File: config.mk
export PLATFORM = sky130hd
export DESIGN_NAME = dallanma_ongoru_birimi
export DESIGN_NICKNAME = d
export VERILOG_FILES = /design/src/rtl/dallanma_ongoru_birimi.sv
export SDC_FILE = /design/constraint.sdc
export NUM_CORES = 2
export LEC_CHECK = 0
export BUFFER_PORTS_ARGS = -buffer_cell sky130_fd_sc_hd__buf_2
export CORE_MARGIN = 2
export CORE_UTILIZATION = 35
export CTS_BUF_LIST = sky130_fd_sc_hd__clkbuf_16
export CTS_CLUSTER_SIZE = 30
export DETAILED_ROUTE_END_ITERATION = 7
export PLACE_DENSITY = 0.58
export SLEW_MARGIN = 40
export SYNTH_ARGS = -nofsm -noshare
export SYNTH_HDL_FRONTEND = slang
export SYNTH_SLANG_ARGS = --single-unit
File: constraint.sdc
create_clock -name clk_g -period 52.1 [get_ports clk_g]
set_input_delay 2.605 -clock clk_g [delete_from_list [all_inputs] [get_ports clk_g]]
set_output_delay 2.605 -clock clk_g [all_outputs]
set_load 0.01 [all_outputs]
File: src/rtl/dallanma_ongoru_birimi.sv
// Branch resolution unit with a direct-mapped BTB and 2-bit saturating predictor.
// The fetch side gets a registered taken/target prediction. The execute side
// resolves control micro-ops combinationally, then trains the table and the counters.
module dallanma_ongoru_birimi #(
  parameter int XLEN         = 32,
  parameter int GIRDI_SAYISI = 16
) (
  input  logic            clk_g,
  input  logic            rst_g,
  input  logic            ongoru_gecerli_g,
  input  logic [XLEN-1:0] ongoru_ps_g,
  output logic            ongoru_gecerli_c,
  output logic            ongoru_atla_c,
  output logic [XLEN-1:0] ongoru_hedef_c,
  input  logic            cozum_gecerli_g,
  input  logic [7:0]      islev_kodu_g,
  input  logic [XLEN-1:0] ps_g,
  input  logic [XLEN-1:0] islec1_g,
  input  logic [XLEN-1:0] islec2_g,
  input  logic [XLEN-1:0] anlik_g,
  input  logic            tahmin_atla_g,
  input  logic [XLEN-1:0] tahmin_hedef_g,
  output logic [XLEN-1:0] jal_sonuc_c,
  output logic            dallanma_sonuc_c,
  output logic [XLEN-1:0] ps_c,
  output logic            yanlis_tahmin_c,
  output logic [XLEN-1:0] duzeltme_ps_c,
  output logic [31:0]     dallanma_sayisi_c,
  output logic [31:0]     yanlis_sayisi_c
);

  localparam int IDX = $clog2(GIRDI_SAYISI);
  localparam int TAG = XLEN - 2 - IDX;

  // Micro-op codes shared with the decoder.
  localparam logic [7:0] OP_JAL  = 8'h30;
  localparam logic [7:0] OP_JALR = 8'h31;
  localparam logic [7:0] OP_BEQ  = 8'h32;
  localparam logic [7:0] OP_BNE  = 8'h33;
  localparam logic [7:0] OP_BLT  = 8'h34;
  localparam logic [7:0] OP_BGE  = 8'h35;
  localparam logic [7:0] OP_BLTU = 8'h36;
  localparam logic [7:0] OP_BGEU = 8'h37;

  // Table storage; the reset clears every entry, so it lives in flops.
  logic            valid_reg   [GIRDI_SAYISI];
  logic [TAG-1:0]  tag_reg     [GIRDI_SAYISI];
  logic [XLEN-1:0] target_reg  [GIRDI_SAYISI];
  logic [1:0]      ctr_reg     [GIRDI_SAYISI];
  logic            sicrama_reg [GIRDI_SAYISI];

  logic            is_ctrl, is_jump, taken;
  logic [XLEN-1:0] target, ps_arti4;

  assign ps_arti4 = ps_g + XLEN'(4);

  // Decode the op, evaluate the branch condition and compute the target.
  always_comb begin
    is_ctrl = 1'b0;
    is_jump = 1'b0;
    taken   = 1'b0;
    target  = '0;
    if (cozum_gecerli_g) begin
      case (islev_kodu_g)
        OP_JAL:  begin is_ctrl = 1'b1; is_jump = 1'b1; taken = 1'b1; target = ps_g + islec2_g; end
        OP_JALR: begin
          is_ctrl = 1'b1; is_jump = 1'b1; taken = 1'b1;
          target  = (islec1_g + islec2_g) & {{(XLEN-1){1'b1}}, 1'b0};
        end
        OP_BEQ:  begin is_ctrl = 1'b1; taken = (islec1_g == islec2_g); target = ps_g + anlik_g; end
        OP_BNE:  begin is_ctrl = 1'b1; taken = (islec1_g != islec2_g); target = ps_g + anlik_g; end
        OP_BLT:  begin is_ctrl = 1'b1; taken = ($signed(islec1_g) <  $signed(islec2_g)); target = ps_g + anlik_g; end
        OP_BGE:  begin is_ctrl = 1'b1; taken = ($signed(islec1_g) >= $signed(islec2_g)); target = ps_g + anlik_g; end
        OP_BLTU: begin is_ctrl = 1'b1; taken = (islec1_g <  islec2_g); target = ps_g + anlik_g; end
        OP_BGEU: begin is_ctrl = 1'b1; taken = (islec1_g >= islec2_g); target = ps_g + anlik_g; end
        default: ;
      endcase
    end
  end

  assign dallanma_sonuc_c = taken;
  assign ps_c             = target;
  assign jal_sonuc_c      = is_jump ? ps_arti4 : '0;
  assign yanlis_tahmin_c  = is_ctrl && ((taken != tahmin_atla_g) || (taken && (target != tahmin_hedef_g)));
  assign duzeltme_ps_c    = !is_ctrl ? '0 : (taken ? target : ps_arti4);

  // Fetch-side lookup and execute-side update addressing.
  logic [IDX-1:0] lk_idx, up_idx;
  logic [TAG-1:0] lk_tag, up_tag;
  logic           lk_atla, up_hit;

  assign lk_idx  = ongoru_ps_g[IDX+1:2];
  assign lk_tag  = ongoru_ps_g[XLEN-1:IDX+2];
  assign up_idx  = ps_g[IDX+1:2];
  assign up_tag  = ps_g[XLEN-1:IDX+2];
  assign lk_atla = valid_reg[lk_idx] && (tag_reg[lk_idx] == lk_tag) &&
                   (sicrama_reg[lk_idx] || ctr_reg[lk_idx][1]);
  assign up_hit  = valid_reg[up_idx] && (tag_reg[up_idx] == up_tag);

  // Train the table on every control op: hits move the counter, taken misses allocate.
  always_ff @(posedge clk_g or posedge rst_g) begin
    if (rst_g) begin
      for (int i = 0; i < GIRDI_SAYISI; i++) begin
        valid_reg[i]   <= 1'b0;
        tag_reg[i]     <= '0;
        target_reg[i]  <= '0;
        ctr_reg[i]     <= 2'b00;
        sicrama_reg[i] <= 1'b0;
      end
    end else if (is_ctrl) begin
      if (up_hit) begin
        if (taken) begin
          ctr_reg[up_idx]    <= (ctr_reg[up_idx] == 2'b11) ? 2'b11 : ctr_reg[up_idx] + 2'd1;
          target_reg[up_idx] <= target;
        end else begin
          ctr_reg[up_idx]    <= (ctr_reg[up_idx] == 2'b00) ? 2'b00 : ctr_reg[up_idx] - 2'd1;
        end
        sicrama_reg[up_idx] <= is_jump;
      end else if (taken) begin
        valid_reg[up_idx]   <= 1'b1;
        tag_reg[up_idx]     <= up_tag;
        target_reg[up_idx]  <= target;
        ctr_reg[up_idx]     <= 2'b10;
        sicrama_reg[up_idx] <= is_jump;
      end
    end
  end

  // Register the prediction; nonblocking reads give the pre-update entry contents.
  always_ff @(posedge clk_g or posedge rst_g) begin
    if (rst_g) begin
      ongoru_gecerli_c <= 1'b0;
      ongoru_atla_c    <= 1'b0;
      ongoru_hedef_c   <= '0;
    end else begin
      ongoru_gecerli_c <= ongoru_gecerli_g;
      if (ongoru_gecerli_g) begin
        ongoru_atla_c  <= lk_atla;
        ongoru_hedef_c <= lk_atla ? target_reg[lk_idx] : ongoru_ps_g + XLEN'(4);
      end
    end
  end

  // Saturating statistics counters.
  always_ff @(posedge clk_g or posedge rst_g) begin
    if (rst_g) begin
      dallanma_sayisi_c <= '0;
      yanlis_sayisi_c   <= '0;
    end else begin
      if (is_ctrl && (dallanma_sayisi_c != 32'hFFFF_FFFF))
        dallanma_sayisi_c <= dallanma_sayisi_c + 32'd1;
      if (yanlis_tahmin_c && (yanlis_sayisi_c != 32'hFFFF_FFFF))
        yanlis_sayisi_c <= yanlis_sayisi_c + 32'd1;
    end
  end

endmodule
==> results.toml <==
[timing]
tns_ns = 0
max_freq_mhz = 87.2
relSlewSlack_pct = 39.7
hold_viol = 0
finalClockSkew_ns = 0.0529
post-route-period-util_pct = 22.0
finalSetupViolCount = 0
fin_crit_ns = 11.47
rsz0062_at_grt = "false"
tightest_slew_ns = 0.896
whs_ns = 0.474
drv_slew = 0

[placed_design]
postPlaceCellArea_um2 = 64600
dp_hpwl_mm = 150
io_buffers = 400
finalWeightedCongestion = 1.02

[clock_tree]
clk_latency_ns = 0.78
numClockSinks = 1090
numCtsBuffers = 120
h-tree-depth = 3
clk_path_buf_depth = 3
postCtsResizedCells = 0
cts-root-buf = "clkbuf_16"
cts_tree = "built"
holdBufCountCts = 0
clkTransAtPathRegs_ns = 0.06
postCtsSetupBuffers = 0

[setup_path]
cpMostUsedCell = "buf_4"
cpPeakStageDelay_ns = 0.66
cp_max_fo = 62
path_class = "in -> out"
crit_path_end_kind = "primary output"
crit_arrival_ns = 8.86
critPathBufInv = 5
crit_path_top_delay_cell = "or3_1"
path_cells = "buf_2, nand4bb_1, nor3_4, buf_4, mux2_2, ha_1, fa_1, nand3_1, nand2_1, a2111oi_0, buf_4, o31ai_1, mux2i_1, or3_1, xnor2_1, o2111ai_1, or4bb_1, nor4_4, buf_4, nor2_1, buf_2"
start_kind = "primary input"
critPathTopFamily = "simple AND/OR/NAND/NOR gates"
required_ns = 49.50

[yosys]
avgSynthCellArea_um2 = 11.6
netlist_area_um2 = 60000
ys_warn_count = 0
ys_seq_elements = 1090
syn_inst = 5177
ys_seq_area_share_pct = 45.4
synth_ff_type = "dfrtp_1"
ys_async_sr_fraction_pct = 100
synth_edf_count = 0
synth_cell_type_count = 91
syn_nets = 5492

[pwr]
leakage_nw = 31.4
p_per_area_nw_per_um2 = 27.3
p_total_mw = 1.87
ir_drop_mv = 0.0273

[floorplan]
initial_utilization_pct = 35.3
pin_count = 401
core-area_um2 = 170000
fp.dieW_um = 418
rows = 151
die_h_um = 418
dieArea_um2 = 175000

[global_route]
met2_usage_pct = 40.1
grt_usage_pct = 24.5
grt-busiest-layer = "met2"
grt_pass1_vias = 44200
use_met1_pct = 32.0
grt_max_degree = 100
grt-ovfl-total = 0
gr-usage-met3_pct = 3.71
grt_first_pass_wirelength_mm = 314
antenna_found_initial = 25

[detailed_routing]
antenna_left = 0
vias = 44500
drc_errors = 0
viasPerCell = 5.75
drt-total-wl_mm = 216
firstDrtPassIters = 8
wl_per_cell_um = 27.9
drtIter0Drc = 4400

[layout]
final_util_pct = 40.4
area_delta_synth_final_pct = 14.4
largest_register_ffs = 512
layout.nets = 5699
drive_above_1_share_pct = 31.4
stdcell_area_um2 = 68600

[run]
cap_violations = 0

[run_status]
status = "completed"

[min_path]
hold_path_class = "reg -> reg"
-- final timing paths --
kind | from | end | slack, ns | cells after the start
worst max-delay path | islev_kodu_g[3] | yanlis_tahmin_c | 40.63 | 21
worst min-delay path | target_reg[41] | target_reg[41] | 0.47 | 2
worst max register to register | tag_reg[11] | tag_reg[26] | 47.46 | 10
worst min register to register | target_reg[41] | target_reg[41] | 0.47 | 2
max in group asynchronous | rst_g | tag_reg[278] | 47.48 | 6
min in group asynchronous | rst_g | ongoru_hedef_c[0] | 1.82 | 2
-- area by class of cell --
class                           count  area [um^2]
Clock buffer                      121         3030
Timing Repair Buffer              519         3370
Tap cell                         2218         2780
Fill cell                       16100       101000
Sequential cell                  1090        27300
Multi-Input combinational cell   3546        30900
Inverter                          107          409
Antenna cell                       38         95.1
Clock inverter                     97          778
-- metal layers --
metal	vias up	share of wire [%]
li1	19300	-
met1	23200	41
met2	1560	48
met3	434	5.9
met4	2	4.9
met5	-	0.0060
-- Yosys cell counts (10+ instances only) --
master | count | area (um^2)
dfrtp_1 | 1090 | 27300
clkbuf_1 | 300 | 1130
and2_1 | 18 | 113
a211oi_1 | 40 | 300
o31ai_1 | 10 | 75.1
o21ai_0 | 574 | 2870
mux2i_1 | 18 | 180
a21oi_1 | 129 | 646
buf_1 | 52 | 195
nand2_1 | 651 | 2440
nor3_1 | 39 | 195
xor2_1 | 96 | 841
o21bai_1 | 10 | 75.1
nand2b_1 | 28 | 175
nand4_1 | 74 | 463
o211ai_1 | 18 | 135
inv_1 | 104 | 390
and3_1 | 38 | 238
nor2b_1 | 25 | 156
nor3b_1 | 12 | 90.1
ha_1 | 108 | 1350
o211a_1 | 14 | 140
o21a_1 | 10 | 75.1
nor2_1 | 224 | 841
buf_2 | 78 | 390
xnor2_1 | 118 | 1030
nand3_1 | 102 | 510
nor4_1 | 38 | 238
mux2_2 | 536 | 6040
or3_1 | 17 | 106
a21o_1 | 24 | 180
mux4_2 | 436 | 9820
-- placed cells by master (no fill, tap or decap), types with 25 or more instances in the layout --
| cell type | count |
|---|---|
| mux2_2 | 536 |
| nor2_1 | 217 |
| nand4_1 | 74 |
| buf_4 | 81 |
| dfrtp_1 | 1090 |
| clkinv_1 | 29 |
| diode_2 | 38 |
| ha_1 | 107 |
| nor2b_1 | 25 |
| nor4_1 | 35 |
| nor3_1 | 37 |
| nand3_1 | 84 |
| clkbuf_16 | 121 |
| buf_2 | 393 |
| xor2_1 | 96 |
| and3_1 | 38 |
| a211oi_1 | 38 |
| nand2_1 | 647 |
| a21oi_1 | 128 |
| mux4_2 | 436 |
| o21ai_0 | 573 |
| inv_1 | 135 |
| nand2b_1 | 27 |
| xnor2_1 | 118 |
-- cell families after synthesis --
family / share of synthesized area (%)
adders and majority gates: 2.32
muxes: 26.7
DFF: 45.4
and+or+nand+nor: 9.98
xor gates and xnor gates: 3.12
AOI/OAI and AO/OA: 8.81
buffers and inverters: 3.59
-- tightest hold or removal path: stages (launching register included) --
cell and delay [ns]:
dfrtp_1 0.33, nand2_1 0.04, o21ai_0 0.06
-- metrics by stage --
step | setup slack [ns] | instances
final | 40.63 | 7736
after global routing | 40.40 | 7728
after CTS | 40.79 | 7694
after detailed placement | 40.84 | 7476
after global placement | 40.73 | 7454
after floorplan | 18.81 | 5177
-- where the power goes --
| part | switching, mW | leakage (nW) | internal (mW) | total (mW) |
|---|---|---|---|---|
| Combinational | 0.130 | 14.3 | 0.0580 | 0.188 |
| Clock | 0.363 | 1.96 | 0.465 | 0.829 |
| Sequential | 0.00400 | 15.1 | 0.851 | 0.855 |
| Total | 0.497 | 31.4 | 1.37 | 1.87 |
Power figures use the tool's default switching activity.
